==> src/rtl/mem_port_arbiter.sv <==
// mem_port_arbiter: shares one single-port memory between instruction fetch
// and data load/store. Data has fixed priority over fetch. All memory-side
// outputs and completion pulses are registered; stall is combinational.
module mem_port_arbiter #(
    parameter int TIMEOUT = 255
) (
    input  logic        clk,
    input  logic        rst_n,
    input  logic        if_req,
    input  logic [31:0] if_addr,
    output logic [31:0] if_rdata,
    output logic        if_valid,
    input  logic        d_rd_en,
    input  logic        d_wr_en,
    input  logic [31:0] d_addr,
    input  logic [1:0]  d_size,
    input  logic [31:0] d_wdata,
    output logic [31:0] d_rdata,
    output logic        d_valid,
    output logic        d_err,
    output logic        stall,
    output logic        mem_req,
    output logic        mem_we,
    output logic [31:0] mem_addr,
    output logic [31:0] mem_wdata,
    output logic [3:0]  mem_be,
    input  logic        mem_ack,
    input  logic [31:0] mem_rdata
);

    typedef enum logic [1:0] {IDLE, BUSY_I, BUSY_D} state_t;

    localparam logic [9:0] TIMEOUT_W = 10'(TIMEOUT);

    state_t      state_q, state_d;
    logic        mem_req_q, mem_req_d;
    logic        mem_we_q, mem_we_d;
    logic [31:0] mem_addr_q, mem_addr_d;
    logic [31:0] mem_wdata_q, mem_wdata_d;
    logic [3:0]  mem_be_q, mem_be_d;
    logic        if_valid_q, if_valid_d;
    logic [31:0] if_rdata_q, if_rdata_d;
    logic        d_valid_q, d_valid_d;
    logic        d_err_q, d_err_d;
    logic [31:0] d_rdata_q, d_rdata_d;
    logic [9:0]  wait_cnt_q, wait_cnt_d;

    logic        d_pend;
    logic        i_pend;
    logic        d_misaligned;
    logic [3:0]  d_be;
    logic [31:0] d_lane_wdata;
    logic [9:0]  wait_inc;
    logic        timeout_hit;

    // A requester whose completion pulse is showing this cycle is not pending,
    // so a slow-to-drop request is never granted twice.
    assign d_pend      = (d_rd_en | d_wr_en) & ~d_valid_q;
    assign i_pend      = if_req & ~if_valid_q;
    assign stall       = i_pend | d_pend;
    assign wait_inc    = wait_cnt_q + 10'd1;
    assign timeout_hit = (wait_inc == TIMEOUT_W);

    // Decode data access size into byte enables, replicated store lanes and
    // an alignment error flag.
    always_comb begin
        d_be         = 4'b1111;
        d_lane_wdata = d_wdata;
        d_misaligned = 1'b0;
        case (d_size)
            2'b00: begin
                d_be         = 4'b0001 << d_addr[1:0];
                d_lane_wdata = {4{d_wdata[7:0]}};
            end
            2'b01: begin
                d_be         = 4'b0011 << {d_addr[1], 1'b0};
                d_lane_wdata = {2{d_wdata[15:0]}};
                d_misaligned = d_addr[0];
            end
            default: begin
                d_misaligned = |d_addr[1:0];
            end
        endcase
    end

    // Next-state and registered-output logic: grant in IDLE, then wait for
    // ack or timeout in the busy states.
    always_comb begin
        state_d     = state_q;
        mem_req_d   = mem_req_q;
        mem_we_d    = mem_we_q;
        mem_addr_d  = mem_addr_q;
        mem_wdata_d = mem_wdata_q;
        mem_be_d    = mem_be_q;
        if_rdata_d  = if_rdata_q;
        d_rdata_d   = d_rdata_q;
        wait_cnt_d  = wait_cnt_q;
        if_valid_d  = 1'b0;
        d_valid_d   = 1'b0;
        d_err_d     = 1'b0;
        case (state_q)
            IDLE: begin
                if (d_pend) begin
                    if (d_misaligned) begin
                        d_valid_d = 1'b1;
                        d_err_d   = 1'b1;
                    end else begin
                        state_d     = BUSY_D;
                        mem_req_d   = 1'b1;
                        mem_we_d    = d_wr_en;
                        mem_addr_d  = {d_addr[31:2], 2'b00};
                        mem_be_d    = d_be;
                        mem_wdata_d = d_lane_wdata;
                        wait_cnt_d  = 10'd0;
                    end
                end else if (i_pend) begin
                    state_d     = BUSY_I;
                    mem_req_d   = 1'b1;
                    mem_we_d    = 1'b0;
                    mem_addr_d  = if_addr;
                    mem_be_d    = 4'b1111;
                    mem_wdata_d = 32'd0;
                    wait_cnt_d  = 10'd0;
                end
            end
            BUSY_I: begin
                if (mem_ack) begin
                    state_d    = IDLE;
                    mem_req_d  = 1'b0;
                    if_valid_d = 1'b1;
                    if_rdata_d = mem_rdata;
                end else if (timeout_hit) begin
                    state_d    = IDLE;
                    mem_req_d  = 1'b0;
                    if_valid_d = 1'b1;
                    if_rdata_d = 32'd0;
                end else begin
                    wait_cnt_d = wait_inc;
                end
            end
            BUSY_D: begin
                if (mem_ack) begin
                    state_d   = IDLE;
                    mem_req_d = 1'b0;
                    mem_we_d  = 1'b0;
                    d_valid_d = 1'b1;
                    if (!mem_we_q) begin
                        d_rdata_d = mem_rdata;
                    end
                end else if (timeout_hit) begin
                    state_d   = IDLE;
                    mem_req_d = 1'b0;
                    mem_we_d  = 1'b0;
                    d_valid_d = 1'b1;
                    d_err_d   = 1'b1;
                end else begin
                    wait_cnt_d = wait_inc;
                end
            end
            default: begin
                state_d   = IDLE;
                mem_req_d = 1'b0;
                mem_we_d  = 1'b0;
            end
        endcase
    end

    // State and output registers; reset clears everything and aborts any access.
    always_ff @(posedge clk or negedge rst_n) begin
        if (!rst_n) begin
            state_q     <= IDLE;
            mem_req_q   <= 1'b0;
            mem_we_q    <= 1'b0;
            mem_addr_q  <= 32'd0;
            mem_wdata_q <= 32'd0;
            mem_be_q    <= 4'd0;
            if_valid_q  <= 1'b0;
            if_rdata_q  <= 32'd0;
            d_valid_q   <= 1'b0;
            d_err_q     <= 1'b0;
            d_rdata_q   <= 32'd0;
            wait_cnt_q  <= 10'd0;
        end else begin
            state_q     <= state_d;
            mem_req_q   <= mem_req_d;
            mem_we_q    <= mem_we_d;
            mem_addr_q  <= mem_addr_d;
            mem_wdata_q <= mem_wdata_d;
            mem_be_q    <= mem_be_d;
            if_valid_q  <= if_valid_d;
            if_rdata_q  <= if_rdata_d;
            d_valid_q   <= d_valid_d;
            d_err_q     <= d_err_d;
            d_rdata_q   <= d_rdata_d;
            wait_cnt_q  <= wait_cnt_d;
        end
    end

    assign mem_req   = mem_req_q;
    assign mem_we    = mem_we_q;
    assign mem_addr  = mem_addr_q;
    assign mem_wdata = mem_wdata_q;
    assign mem_be    = mem_be_q;
    assign if_valid  = if_valid_q;
    assign if_rdata  = if_rdata_q;
    assign d_valid   = d_valid_q;
    assign d_err     = d_err_q;
    assign d_rdata   = d_rdata_q;

endmodule

==> config.mk <==
export PLATFORM = sky130hd
export DESIGN_NAME = mem_port_arbiter
export DESIGN_NICKNAME = d
export VERILOG_FILES = /design/src/rtl/mem_port_arbiter.sv
export SDC_FILE = /design/constraint.sdc
export NUM_CORES = 1
export LEC_CHECK = 0
export CAP_MARGIN = 20
export CORE_MARGIN = 5
export CORE_UTILIZATION = 43
export DETAILED_ROUTE_END_ITERATION = 8
export PLACE_DENSITY = 0.91
export SLEW_MARGIN = 10
export SYNTH_ARGS = -nofsm -noshare
export SYNTH_HDL_FRONTEND = slang
export SYNTH_SLANG_ARGS = --single-unit
==> constraint.sdc <==
create_clock -name clk -period 2.48 [get_ports clk]
set_clock_uncertainty 0.05 [all_clocks]
set_input_delay 0.744 -clock clk [delete_from_list [all_inputs] [get_ports clk]]
set_output_delay 0.744 -clock clk [all_outputs]
set_load 0.02 [all_outputs]
==> impl_metrics.prom, run 1 <==
# TYPE chip_impl_metric gauge
chip_impl_metric{name="final_hold_viol_count",unit=""} 0
chip_impl_info{name="critical_path_class",value="primary input to output pin"} 1
chip_impl_metric{name="core_region_area",unit="µm²"} 15090
chip_impl_metric{name="tritoncts_num_sinks",unit=""} 149
chip_impl_metric{name="placementRows",unit=""} 45
chip_impl_metric{name="worst-r2r-setup-slack",unit="ns"} 0.25
chip_impl_metric{name="finalPower",unit="µW"} 13300
chip_impl_metric{name="ff2ff_path_depth",unit=""} 7
chip_impl_metric{name="area_growth",unit="%"} 56.16
chip_impl_metric{name="worst-endpoint-required",unit="ns"} 1.69
chip_impl_metric{name="p_int",unit="µW"} 8192
chip_impl_metric{name="clock_tree.buffer_depth",unit=""} 2
chip_impl_metric{name="port-buffer-count",unit=""} 273
chip_impl_info{name="worstPathCellList",value="clkdlybuf4s50_1 > nand2b_1 > nand2_1 > buf_2"} 1
chip_impl_metric{name="seq_area_frac_synth",unit="%"} 56.65
chip_impl_metric{name="detail-route-antenna-nets",unit=""} 0
chip_impl_metric{name="viasPerCell",unit=""} 5.365
chip_impl_metric{name="slew-limit-headroom",unit="%"} 53.78
chip_impl_metric{name="timing.final.setup_violations",unit=""} 0
chip_impl_metric{name="tightestPinTransition",unit="ns"} 0.6932
chip_impl_metric{name="insertedDiodeCount",unit=""} 0
chip_impl_info{name="worst_r2r_endpoint",value="if_rdata[8]"} 1
chip_impl_info{name="clock-root-buffer",value="clkbuf_16"} 1
chip_impl_info{name="run_status",value="completed"} 1
chip_impl_metric{name="switching_share",unit="%"} 38.41
chip_impl_metric{name="floorplan.die.width",unit="µm"} 133.7
chip_impl_metric{name="syn-mean-instance-area",unit="µm²"} 11.73
chip_impl_metric{name="drt-total-wl",unit="µm"} 20200
chip_impl_metric{name="power.switching",unit="µW"} 5110
chip_impl_metric{name="fin_ws",unit="ns"} 0.08545
chip_impl_metric{name="largest_net_degree_at_the_start_of_global_routing",unit=""} 74
chip_impl_metric{name="achievable-frequency",unit="MHz"} 417.6
chip_impl_metric{name="cts_inserted_buffers",unit=""} 17
chip_impl_metric{name="detailedPlacementHpwl",unit="µm"} 15160
chip_impl_info{name="cp_top_family",value="buffers and inverters"} 1
chip_impl_metric{name="detailed_place.area",unit="µm²"} 9689
chip_impl_info{name="worst_hold_path_type",value="primary input to asynchronous set/reset pin"} 1
chip_impl_metric{name="grt.overflow.total",unit=""} 0
chip_impl_metric{name="seq_power_share",unit="%"} 31.3
chip_impl_info{name="worst_setup_path_end_kind",value="output pin"} 1
chip_impl_metric{name="grt_util_met3",unit="%"} 8.157
chip_impl_metric{name="die-area",unit="µm²"} 17880
chip_impl_metric{name="vdd_ir_drop_max",unit="mV"} 0.7949
chip_impl_metric{name="cts.htree.levels",unit=""} 4
chip_impl_metric{name="synth_cell_type_count",unit=""} 56
chip_impl_metric{name="critical-path-max-stage-delay",unit="ns"} 0.45
chip_impl_metric{name="path_buf_inv",unit=""} 2
chip_impl_metric{name="final_layout_size_suffix_gt1_share",unit="%"} 12.89
chip_impl_metric{name="synthCells",unit=""} 561
chip_impl_metric{name="synth_edf_count",unit=""} 0
chip_impl_metric{name="initial_utilization",unit="%"} 43.62
chip_impl_info{name="synth_area_leaders",value="dfrtp_1 57%, mux2i_1 8.2%, a22o_1 5.6%"} 1
chip_impl_info{name="synth.largest_area_cell",value="dfrtp_1"} 1
chip_impl_metric{name="power.leakage",unit="µW"} 0.004539
chip_impl_metric{name="syn_nets",unit=""} 703
chip_impl_metric{name="design.portCount",unit=""} 274
chip_impl_metric{name="met1_routing_resource_usage_after_global_routing",unit="%"} 28.32
chip_impl_metric{name="hold_fix_buffer_count_after_cts",unit=""} 0
chip_impl_metric{name="drcViolationCount",unit=""} 0
chip_impl_metric{name="timing.hold.ws",unit="ns"} 0.1677
chip_impl_metric{name="dieHeight",unit="µm"} 133.7
chip_impl_metric{name="synth_largest_type_area_fraction",unit="%"} 56.65
chip_impl_info{name="startpoint_type",value="primary input"} 1
chip_impl_metric{name="initialDrtViolationCount",unit=""} 346
chip_impl_metric{name="multi_input_area",unit="µm²"} 2666
chip_impl_info{name="rsz_0062_raised_after_global_routing",value="no"} 1
chip_impl_metric{name="use_met2",unit="%"} 37.82
chip_impl_info{name="r2r-start",value="wait_cnt_q[0]"} 1
chip_impl_metric{name="fin_nets",unit=""} 990
chip_impl_metric{name="number_of_antenna_violations_at_the_first_check_in_global_routing",unit=""} 0
chip_impl_metric{name="powerDensity",unit="nW/µm²"} 1294
chip_impl_metric{name="final_core_utilization",unit="%"} 68.11
chip_impl_metric{name="crit_fanout",unit=""} 2
chip_impl_metric{name="drv_slew",unit=""} 0
chip_impl_metric{name="share_comb_of_total_power",unit="%"} 49.9
chip_impl_metric{name="wl_per_cell",unit="µm"} 19.25
chip_impl_metric{name="grt_pass1_wl",unit="µm"} 32660
chip_impl_metric{name="n_fill_cell",unit=""} 1072
chip_impl_metric{name="critPathArrivalTime",unit="ns"} 1.60
chip_impl_metric{name="pwr-share-clk",unit="%"} 18.9
chip_impl_info{name="ys.flop_type",value="dfrtp_1"} 1
chip_impl_metric{name="synth.ff_latch_count",unit=""} 149
chip_impl_info{name="cp_slowest_cell",value="clkdlybuf4s50_1"} 1
chip_impl_metric{name="worst_skew_late_latency",unit="ns"} 0.41
chip_impl_metric{name="period_share",unit="%"} 96.55
chip_impl_metric{name="clkSlewWorstSetupHoldPaths",unit="ns"} 0.06
chip_impl_metric{name="overall_global_routing_resource_usage",unit="%"} 23.05
chip_impl_metric{name="drtPass1Iterations",unit=""} 5
chip_impl_metric{name="vias",unit=""} 5628
chip_impl_metric{name="timing.final.crit_period",unit="ns"} 2.395
chip_impl_info{name="top_usage_layer",value="met2"} 1
chip_impl_metric{name="finish.instance_area",unit="µm²"} 10280
chip_impl_info{name="clock_tree_from_tritoncts",value="done"} 1
chip_impl_metric{name="drv_cap",unit=""} 0
chip_impl_metric{name="register_area",unit="µm²"} 3729
chip_impl_metric{name="placement.setup.worst_slack",unit="ns"} -0.3584
chip_impl_metric{name="routabilityCongestion",unit=""} 0.9233
chip_impl_metric{name="post_synthesis_cell_area",unit="µm²"} 6581
chip_impl_metric{name="ys_async_sr_fraction",unit="%"} 100.0
chip_impl_metric{name="first_global_vias",unit=""} 6025
chip_impl_metric{name="yosys_warnings",unit=""} 0
power groups by stage:
stage | logic [µW] | registers (µW) | clock network, µW
final | 6640 | 4160 | 2510
after global routing | 7100 | 4300 | 2670
after CTS | 6700 | 4160 | 2580
after detailed placement | 6660 | 4190 | 0
after global placement | 6500 | 4130 | 0
after floorplan | 2210 | 5380 | 0
layout by cell type, fill, tap and decap left out, drive strengths merged, types with 3 or more instances in the layout:
cell type	synthesis	layout
o21ai	50	50
nand3	5	5
clkdlybuf4s50	0	269
ha	6	6
a21oi	17	17
nand4	4	4
clkinv	0	4
and2	3	3
nand2	72	72
mux2i	54	54
nand2b	3	3
clkbuf	15	18
a22o	42	42
buf	21	33
nand3b	3	3
inv	10	17
a211oi	3	3
dfrtp	149	149
nor2	15	15
o31ai	20	20
mux2	33	33
a21o	8	8
sequential cells by signal, summed over array words and instances (netlist names):
signal	count
d_err	1
d_valid	1
wait_cnt_q	10
mem_be	4
if_valid	1
mem_req	1
mem_wdata	32
mem_we	1
if_rdata	32
state_q	2
mem_addr	32
d_rdata	32
cell families after synthesis:
family / Yosys count / share of synthesized area (%)
buf+inv: 46 / 3.175
fa+ha+maj: 6 / 1.141
mux: 87 / 13.92
flops: 149 / 56.65
compound gates: 152 / 15.87
simple gates: 119 / 8.973
xor+xnor: 2 / 0.2662
Yosys cell counts (2+ instances only):
library cell and instances:
a22o_1 42, nand4_1 4, mux2i_1 54, o21ai_0 29, o21ai_1 21, nand3_1 5
a21o_1 8, nand3b_1 2, buf_2 17, a211oi_1 2, nand2b_1 3, o31ai_1 19
a21oi_1 16, o211ai_1 2, clkbuf_1 15, nor2_1 14, ha_1 6, inv_1 9
nor3_1 2, and2_1 3, buf_6 2, nand2_1 71, nor2b_1 2, dfrtp_1 149
buf_1 2, mux2_2 32
worst max path at each step:
stage	depth (start not counted)	to	startpoint	slack [ns]
after floorplan	4	stall	d_wr_en	0.08
final	4	stall	if_req	0.09
after CTS	4	stall	if_req	0.0004
after global routing	1	d_valid	d_valid	0.08
after global placement	4	stall	if_req	-0.35
after detailed placement	4	stall	if_req	-0.36
stage by stage:
stage          cells  TNS (ns)
2_1_floorplan    561         0
3_3_place_gp    1016    -9.244
3_5_place_dp    1016    -12.65
4_1_cts         1049         0
5_1_grt         1049         0
6_report        1049         0
area by class of cell:
class	instances	share of cell area (%)
clock buffer	18	4.273
clock inverter	14	1.376
inverter	10	0.3652
multi-input combinational	366	25.94
sequential	149	36.28
tap	188	2.289
timing repair buffer	304	29.47
what timing repair did:
item                       in CTS  in global routing
setup endpoints to repair       1                  1
buffers inserted                1                  0
pin swaps                       0                  0
cloned                          0                  0
resized for setup               3                  3
layer usage:
| metal | routed length (µm) | part of all wire, % | vias up |
|---|---|---|---|
| li1 | - | - | 2604 |
| met1 | 8232 | 41 | 2734 |
| met2 | 9635 | 48 | 250 |
| met3 | 1873 | 9.3 | 40 |
| met4 | 456 | 2.3 | 0 |
| met5 | 0 | 0 | - |
Note: power is estimated with default switching activity, not from simulation.
==> run 2, diff against run 1 <==
Settings changed: GPL_TIMING_DRIVEN set to 0.
==> impl_metrics.prom, run 2 (same netlist as run 1, synthesis figures left out) <==
# TYPE chip_impl_metric gauge
chip_impl_metric{name="dieHeight",unit="µm"} 133.7
chip_impl_info{name="clock-root-buffer",value="clkbuf_16"} 1
chip_impl_metric{name="drt-total-wl",unit="µm"} 21310
chip_impl_metric{name="floorplan.die.width",unit="µm"} 133.7
chip_impl_info{name="worstPathCellList",value="dlygate4sd2_1 > o21bai_2 > buf_6 > buf_8 > nand2_1 > buf_4"} 1
chip_impl_metric{name="drcViolationCount",unit=""} 0
chip_impl_info{name="cp_top_family",value="buffers and inverters"} 1
chip_impl_metric{name="power.switching",unit="µW"} 5164
chip_impl_metric{name="powerDensity",unit="nW/µm²"} 1313
chip_impl_metric{name="tritoncts_num_sinks",unit=""} 149
chip_impl_metric{name="grt.overflow.total",unit=""} 0
chip_impl_metric{name="placementRows",unit=""} 45
chip_impl_metric{name="clock_tree.buffer_depth",unit=""} 2
chip_impl_metric{name="die-area",unit="µm²"} 17880
chip_impl_metric{name="crit_fanout",unit=""} 7
chip_impl_metric{name="routabilityCongestion",unit=""} 0.8895
chip_impl_metric{name="drv_slew",unit=""} 0
chip_impl_metric{name="timing.final.crit_period",unit="ns"} 2.449
chip_impl_metric{name="worst-r2r-setup-slack",unit="ns"} 0.22
chip_impl_metric{name="cts.htree.levels",unit=""} 4
chip_impl_metric{name="viasPerCell",unit=""} 5.487
chip_impl_metric{name="number_of_antenna_violations_at_the_first_check_in_global_routing",unit=""} 0
chip_impl_metric{name="switching_share",unit="%"} 38.43
chip_impl_metric{name="initialDrtViolationCount",unit=""} 324
chip_impl_info{name="cp_slowest_cell",value="dlygate4sd2_1"} 1
chip_impl_info{name="worst_setup_path_end_kind",value="output pin"} 1
chip_impl_metric{name="drv_cap",unit=""} 0
chip_impl_metric{name="worst-endpoint-required",unit="ns"} 1.69
chip_impl_metric{name="wl_per_cell",unit="µm"} 20.12
chip_impl_metric{name="core_region_area",unit="µm²"} 15090
chip_impl_info{name="worst_hold_path_type",value="primary input to asynchronous set/reset pin"} 1
chip_impl_info{name="startpoint_type",value="primary input"} 1
chip_impl_metric{name="detail-route-antenna-nets",unit=""} 0
chip_impl_metric{name="clkSlewWorstSetupHoldPaths",unit="ns"} 0.06
chip_impl_metric{name="share_comb_of_total_power",unit="%"} 50.2
chip_impl_metric{name="grt_pass1_wl",unit="µm"} 33750
chip_impl_info{name="crit_start",value="d_wr_en"} 1
chip_impl_metric{name="slew-limit-headroom",unit="%"} 46.24
chip_impl_metric{name="drtPass1Iterations",unit=""} 5
chip_impl_metric{name="timing.hold.ws",unit="ns"} 0.2113
chip_impl_info{name="run_status",value="completed"} 1
chip_impl_metric{name="pwr-share-clk",unit="%"} 18.9
chip_impl_metric{name="seq_power_share",unit="%"} 30.9
chip_impl_metric{name="p_int",unit="µW"} 8272
chip_impl_metric{name="worst_skew_late_latency",unit="ns"} 0.41
chip_impl_info{name="r2r-start",value="wait_cnt_q[0]"} 1
chip_impl_metric{name="ff2ff_path_depth",unit=""} 7
chip_impl_metric{name="design.portCount",unit=""} 274
chip_impl_metric{name="insertedDiodeCount",unit=""} 0
chip_impl_metric{name="area_growth",unit="%"} 55.53
chip_impl_metric{name="fin_tns_setup",unit="ns"} 0
chip_impl_metric{name="tightestPinTransition",unit="ns"} 0.8029
chip_impl_metric{name="path_buf_inv",unit=""} 4
chip_impl_metric{name="vias",unit=""} 5811
chip_impl_info{name="most-common-layout-cells",value="268 x clkdlybuf4s50_1, 149 x dfrtp_1, 71 x nand2_1, 54 x mux2i_1, 42 x a22o_1"} 1
chip_impl_metric{name="port-buffer-count",unit=""} 273
chip_impl_metric{name="achievable-frequency",unit="MHz"} 408.3
chip_impl_metric{name="critPathArrivalTime",unit="ns"} 1.66
chip_impl_metric{name="largest_net_degree_at_the_start_of_global_routing",unit=""} 85
chip_impl_metric{name="cts_inserted_buffers",unit=""} 17
chip_impl_metric{name="placement.setup.worst_slack",unit="ns"} -1.098
chip_impl_metric{name="timing.final.setup_violations",unit=""} 0
chip_impl_metric{name="fin_nets",unit=""} 1001
chip_impl_metric{name="fin_ws",unit="ns"} 0.03073
chip_impl_metric{name="detailedPlacementHpwl",unit="µm"} 16140
chip_impl_info{name="clock_tree_from_tritoncts",value="done"} 1
chip_impl_metric{name="first_global_vias",unit=""} 6245
chip_impl_metric{name="vdd_ir_drop_max",unit="mV"} 0.9009
chip_impl_info{name="final_common_cell",value="clkdlybuf4s50_1"} 1
chip_impl_metric{name="period_share",unit="%"} 98.76
chip_impl_metric{name="critical-path-max-stage-delay",unit="ns"} 0.26
chip_impl_metric{name="power.leakage",unit="µW"} 0.004488
chip_impl_info{name="critical_path_class",value="primary input to output pin"} 1
chip_impl_info{name="worst_r2r_endpoint",value="if_rdata[16]"} 1
chip_impl_metric{name="final_layout_size_suffix_gt1_share",unit="%"} 12.06
chip_impl_metric{name="n_fill_cell",unit=""} 1110
chip_impl_metric{name="overall_global_routing_resource_usage",unit="%"} 23.87
chip_impl_metric{name="final_hold_viol_count",unit=""} 0
chip_impl_metric{name="initial_utilization",unit="%"} 43.62
-- run 2: cell type report --
type	count	area, µm²	share of cell area (%)
inverter	10	37.54	0.3667
buffer	36	191.4	1.870
clock buffer	19	452.9	4.425
clock inverter	12	130.1	1.271
sequential	149	3729	36.43
timing repair buffer	279	2800	27.36
multi-input combinational	366	2660	25.99
tap	188	235.2	2.298
-- run 2: per-layer routing --
| layer | wire (µm) | share of wire, % | global-route usage [%] |
|---|---|---|---|
| met5 | 0 | 0 | 0 |
| met4 | 536 | 2.5 | 8.286 |
| met3 | 2030 | 9.5 | 8.988 |
| met2 | 10420 | 49 | 40.17 |
| met1 | 8319 | 39 | 28.08 |
-- run 2: metrics by stage --
step | utilization, % | power (µW) | cell area [µm²] | instances
2_1_floorplan | - | 7595 | 6581 | 561
3_3_place_gp | 63.28 | 10640 | 9549 | 1022
3_5_place_dp | 63.50 | 10860 | 9582 | 1023
4_1_cts | 67.56 | 13480 | 10190 | 1056
5_1_grt | 67.84 | 14170 | 10240 | 1059
6_report | 67.84 | 13440 | 10240 | 1059
-- run 2: power groups by stage --
stage | registers (µW) | clock network [µW] | logic [µW]
3_5_place_dp | 4170 | 0 | 6690
6_report | 4150 | 2540 | 6740
2_1_floorplan | 5380 | 0 | 2210
5_1_grt | 4290 | 2690 | 7190
3_3_place_gp | 4110 | 0 | 6540
4_1_cts | 4150 | 2590 | 6750
-- run 2: timing repair --
item                                    4_1_cts  5_1_grt
pin swaps                                     1        1
endpoints found under the setup margin       71       33
hold buffers                                  0        0
gates resized for setup                      13        5
buffers inserted                              2        3
-- run 2: worst register-to-register path, delay by kind of cell, from the launching register on --
family | cells | cell delay [ns]
fa+ha+maj | 1 | 0.25
simple gates | 2 | 0.41
xor+xnor | 1 | 0.22
buf+inv | 1 | 0.24
compound gates | 2 | 0.55
flops | 1 | 0.43
-- run 2: worst max path at each step --
stage                         endpoint  cells after the start  slack, ns
final                            stall                      6       0.03
after global routing         mem_be[3]                      8     -0.005
after CTS                        stall                      6       0.02
after detailed placement         stall                      6      -1.10
after global placement    mem_addr[20]                      1      -5.37
after floorplan                  stall                      4       0.08
==> run 3, diff against run 2 <==
Settings changed: MAX_ROUTING_LAYER set to met4, REMOVE_ABC_BUFFERS set to 1.
Clock period 2.48 ns to 2.44 ns, I/O delays scaled along.
==> impl_metrics.prom, run 3 (same netlist as run 1, synthesis figures left out) <==
# TYPE chip_impl_metric gauge
chip_impl_metric{name="n_fill_cell",unit=""} 1095
chip_impl_metric{name="seq_power_share",unit="%"} 30.9
chip_impl_info{name="startpoint_type",value="primary input"} 1
chip_impl_metric{name="worst-endpoint-required",unit="ns"} 2.68
chip_impl_info{name="run_status",value="completed"} 1
chip_impl_metric{name="routabilityCongestion",unit=""} 0.8521
chip_impl_metric{name="initial_utilization",unit="%"} 43.62
chip_impl_metric{name="detail-route-antenna-nets",unit=""} 0
chip_impl_metric{name="final_core_utilization",unit="%"} 67.72
chip_impl_metric{name="drt-total-wl",unit="µm"} 19510
chip_impl_info{name="most-common-layout-cells",value="267 x clkdlybuf4s50_1, 149 x dfrtp_1, 70 x nand2_1, 54 x mux2i_1, 42 x a22o_1"} 1
chip_impl_metric{name="floorplan.die.width",unit="µm"} 133.7
chip_impl_metric{name="switching_share",unit="%"} 38.55
chip_impl_metric{name="clock_tree.buffer_depth",unit=""} 2
chip_impl_metric{name="power.switching",unit="µW"} 5249
chip_impl_metric{name="share_comb_of_total_power",unit="%"} 50.5
chip_impl_metric{name="largest_net_degree_at_the_start_of_global_routing",unit=""} 79
chip_impl_metric{name="overall_global_routing_resource_usage",unit="%"} 22.52
chip_impl_metric{name="timing.final.setup_violations",unit=""} 0
chip_impl_metric{name="hold_fix_buffer_count_after_cts",unit=""} 0
chip_impl_metric{name="placementRows",unit=""} 45
chip_impl_metric{name="tritoncts_num_sinks",unit=""} 149
chip_impl_metric{name="clkSlewWorstSetupHoldPaths",unit="ns"} 0.06
chip_impl_metric{name="grt_pass1_wl",unit="µm"} 31060
chip_impl_metric{name="power.leakage",unit="µW"} 0.004462
chip_impl_metric{name="tightestPinTransition",unit="ns"} 0.8559
chip_impl_info{name="final_common_cell",value="clkdlybuf4s50_1"} 1
chip_impl_metric{name="die-area",unit="µm²"} 17880
chip_impl_metric{name="ff2ff_path_depth",unit=""} 6
chip_impl_metric{name="dieHeight",unit="µm"} 133.7
chip_impl_metric{name="timing.hold.ws",unit="ns"} 0.2368
chip_impl_metric{name="core_region_area",unit="µm²"} 15090
chip_impl_metric{name="critPathArrivalTime",unit="ns"} 2.60
chip_impl_metric{name="fin_nets",unit=""} 973
chip_impl_metric{name="insertedDiodeCount",unit=""} 0
chip_impl_metric{name="worst_skew_late_latency",unit="ns"} 0.41
chip_impl_metric{name="vias",unit=""} 5537
chip_impl_metric{name="initialDrtViolationCount",unit=""} 323
chip_impl_metric{name="final_layout_size_suffix_gt1_share",unit="%"} 11.85
chip_impl_info{name="clock_tree_from_tritoncts",value="done"} 1
chip_impl_info{name="critical_path_class",value="primary input to flop"} 1
chip_impl_metric{name="port-buffer-count",unit=""} 273
chip_impl_metric{name="grt.overflow.total",unit=""} 0
chip_impl_metric{name="powerDensity",unit="nW/µm²"} 1332
chip_impl_metric{name="viasPerCell",unit=""} 5.365
chip_impl_metric{name="wl_per_cell",unit="µm"} 18.91
chip_impl_metric{name="number_of_antenna_violations_at_the_first_check_in_global_routing",unit=""} 0
chip_impl_metric{name="drcViolationCount",unit=""} 0
chip_impl_metric{name="finalPower",unit="µW"} 13620
chip_impl_metric{name="drv_cap",unit=""} 0
chip_impl_metric{name="crit_fanout",unit=""} 44
chip_impl_metric{name="first_global_vias",unit=""} 5928
chip_impl_metric{name="design.portCount",unit=""} 274
chip_impl_metric{name="timing.final.crit_period",unit="ns"} 2.362
chip_impl_metric{name="final_hold_viol_count",unit=""} 0
chip_impl_metric{name="slew-limit-headroom",unit="%"} 42.69
chip_impl_metric{name="area_growth",unit="%"} 55.27
chip_impl_metric{name="cts.htree.levels",unit=""} 4
chip_impl_metric{name="detailedPlacementHpwl",unit="µm"} 14160
chip_impl_metric{name="period_share",unit="%"} 96.79
chip_impl_metric{name="pwr-share-clk",unit="%"} 18.5
chip_impl_metric{name="finish.instance_area",unit="µm²"} 10220
chip_impl_info{name="clock-root-buffer",value="clkbuf_16"} 1
chip_impl_info{name="rsz_0062_raised_after_global_routing",value="no"} 1
chip_impl_info{name="worst_hold_path_type",value="primary input to asynchronous set/reset pin"} 1
chip_impl_info{name="r2r-start",value="wait_cnt_q[0]"} 1
chip_impl_metric{name="vdd_ir_drop_max",unit="mV"} 0.7726
chip_impl_metric{name="detailed_place.area",unit="µm²"} 9577
chip_impl_metric{name="p_int",unit="µW"} 8367
chip_impl_info{name="worst_setup_path_end_kind",value="flop"} 1
chip_impl_info{name="crit_start",value="d_size[0]"} 1
chip_impl_metric{name="drv_slew",unit=""} 0
chip_impl_metric{name="drtPass1Iterations",unit=""} 4
chip_impl_metric{name="cts_inserted_buffers",unit=""} 17
chip_impl_metric{name="achievable-frequency",unit="MHz"} 423.4
-- run 3: path summary, 6_finish.rpt --
kind | to | slack (ns)
max in group asynchronous | mem_addr[0] | 1.34
worst max-delay path | mem_addr[3] | 0.08
worst max register to register | if_rdata[24] | 0.16
min in group clk | mem_wdata[27] | 0.42
worst min-delay path | if_rdata[11] | 0.24
worst min register to register | mem_wdata[27] | 0.42
-- run 3: through the flow --
stage / instances / worst slack, ns / setup TNS [ns]
final: 1032 / 0.07829 / 0
after detailed placement: 994 / -1.181 / -81.21
after CTS: 1032 / 0.008898 / 0
after global routing: 1032 / 0.01263 / 0
after floorplan: 525 / -5.873 / -439.75
after global placement: 986 / -9.498 / -1574.21
-- run 3: worst max-delay path, cell delays in order --
cell and delay, ns:
clkdlybuf4s15_2 0.38, or2_1 0.36, a21oi_2 0.28, o21ai_4 0.12
buf_16 0.18, buf_12 0.17, buf_12 0.18, nand2_1 0.08
o21ai_0 0.08
-- run 3: layout make-up --
type                       instances  area [µm²]  share of cell area [%]
multi-input combinational        367        2708                   26.50
clock inverter                    15       145.1                   1.420
clock buffer                      17       425.4                   4.163
sequential                       149        3729                   36.49
timing repair buffer             286        2939                   28.76
inverter                          10       37.54                  0.3673
tap                              188       235.2                   2.302
-- run 3: layer usage --
metal	part of all wire [%]	up-vias	routed length, µm	global-route usage (%)
met4	3.8	0	744	9.886
li1	-	2573	-	-
met2	52	196	10160	38.55
met5	0	-	0	-
met1	39	2715	7702	25.66
met3	4.6	53	904	4.494
-- run 3: timing repair --
action / CTS / global route
resized for setup: 13 / 2
pin swaps: 3 / 0
setup buffers: 5 / 0
endpoints found under the setup margin: 115 / 33
gates cloned: 1 / 0
-- run 3: power groups by stage --
stage | Combinational (µW) | Sequential, µW | Clock (µW)
4_1_cts | 6950 | 4220 | 2580
3_3_place_gp | 6330 | 4160 | 0
6_report | 6880 | 4210 | 2520
3_5_place_dp | 6810 | 4230 | 0
5_1_grt | 7310 | 4360 | 2680
2_1_floorplan | 2160 | 5460 | 0
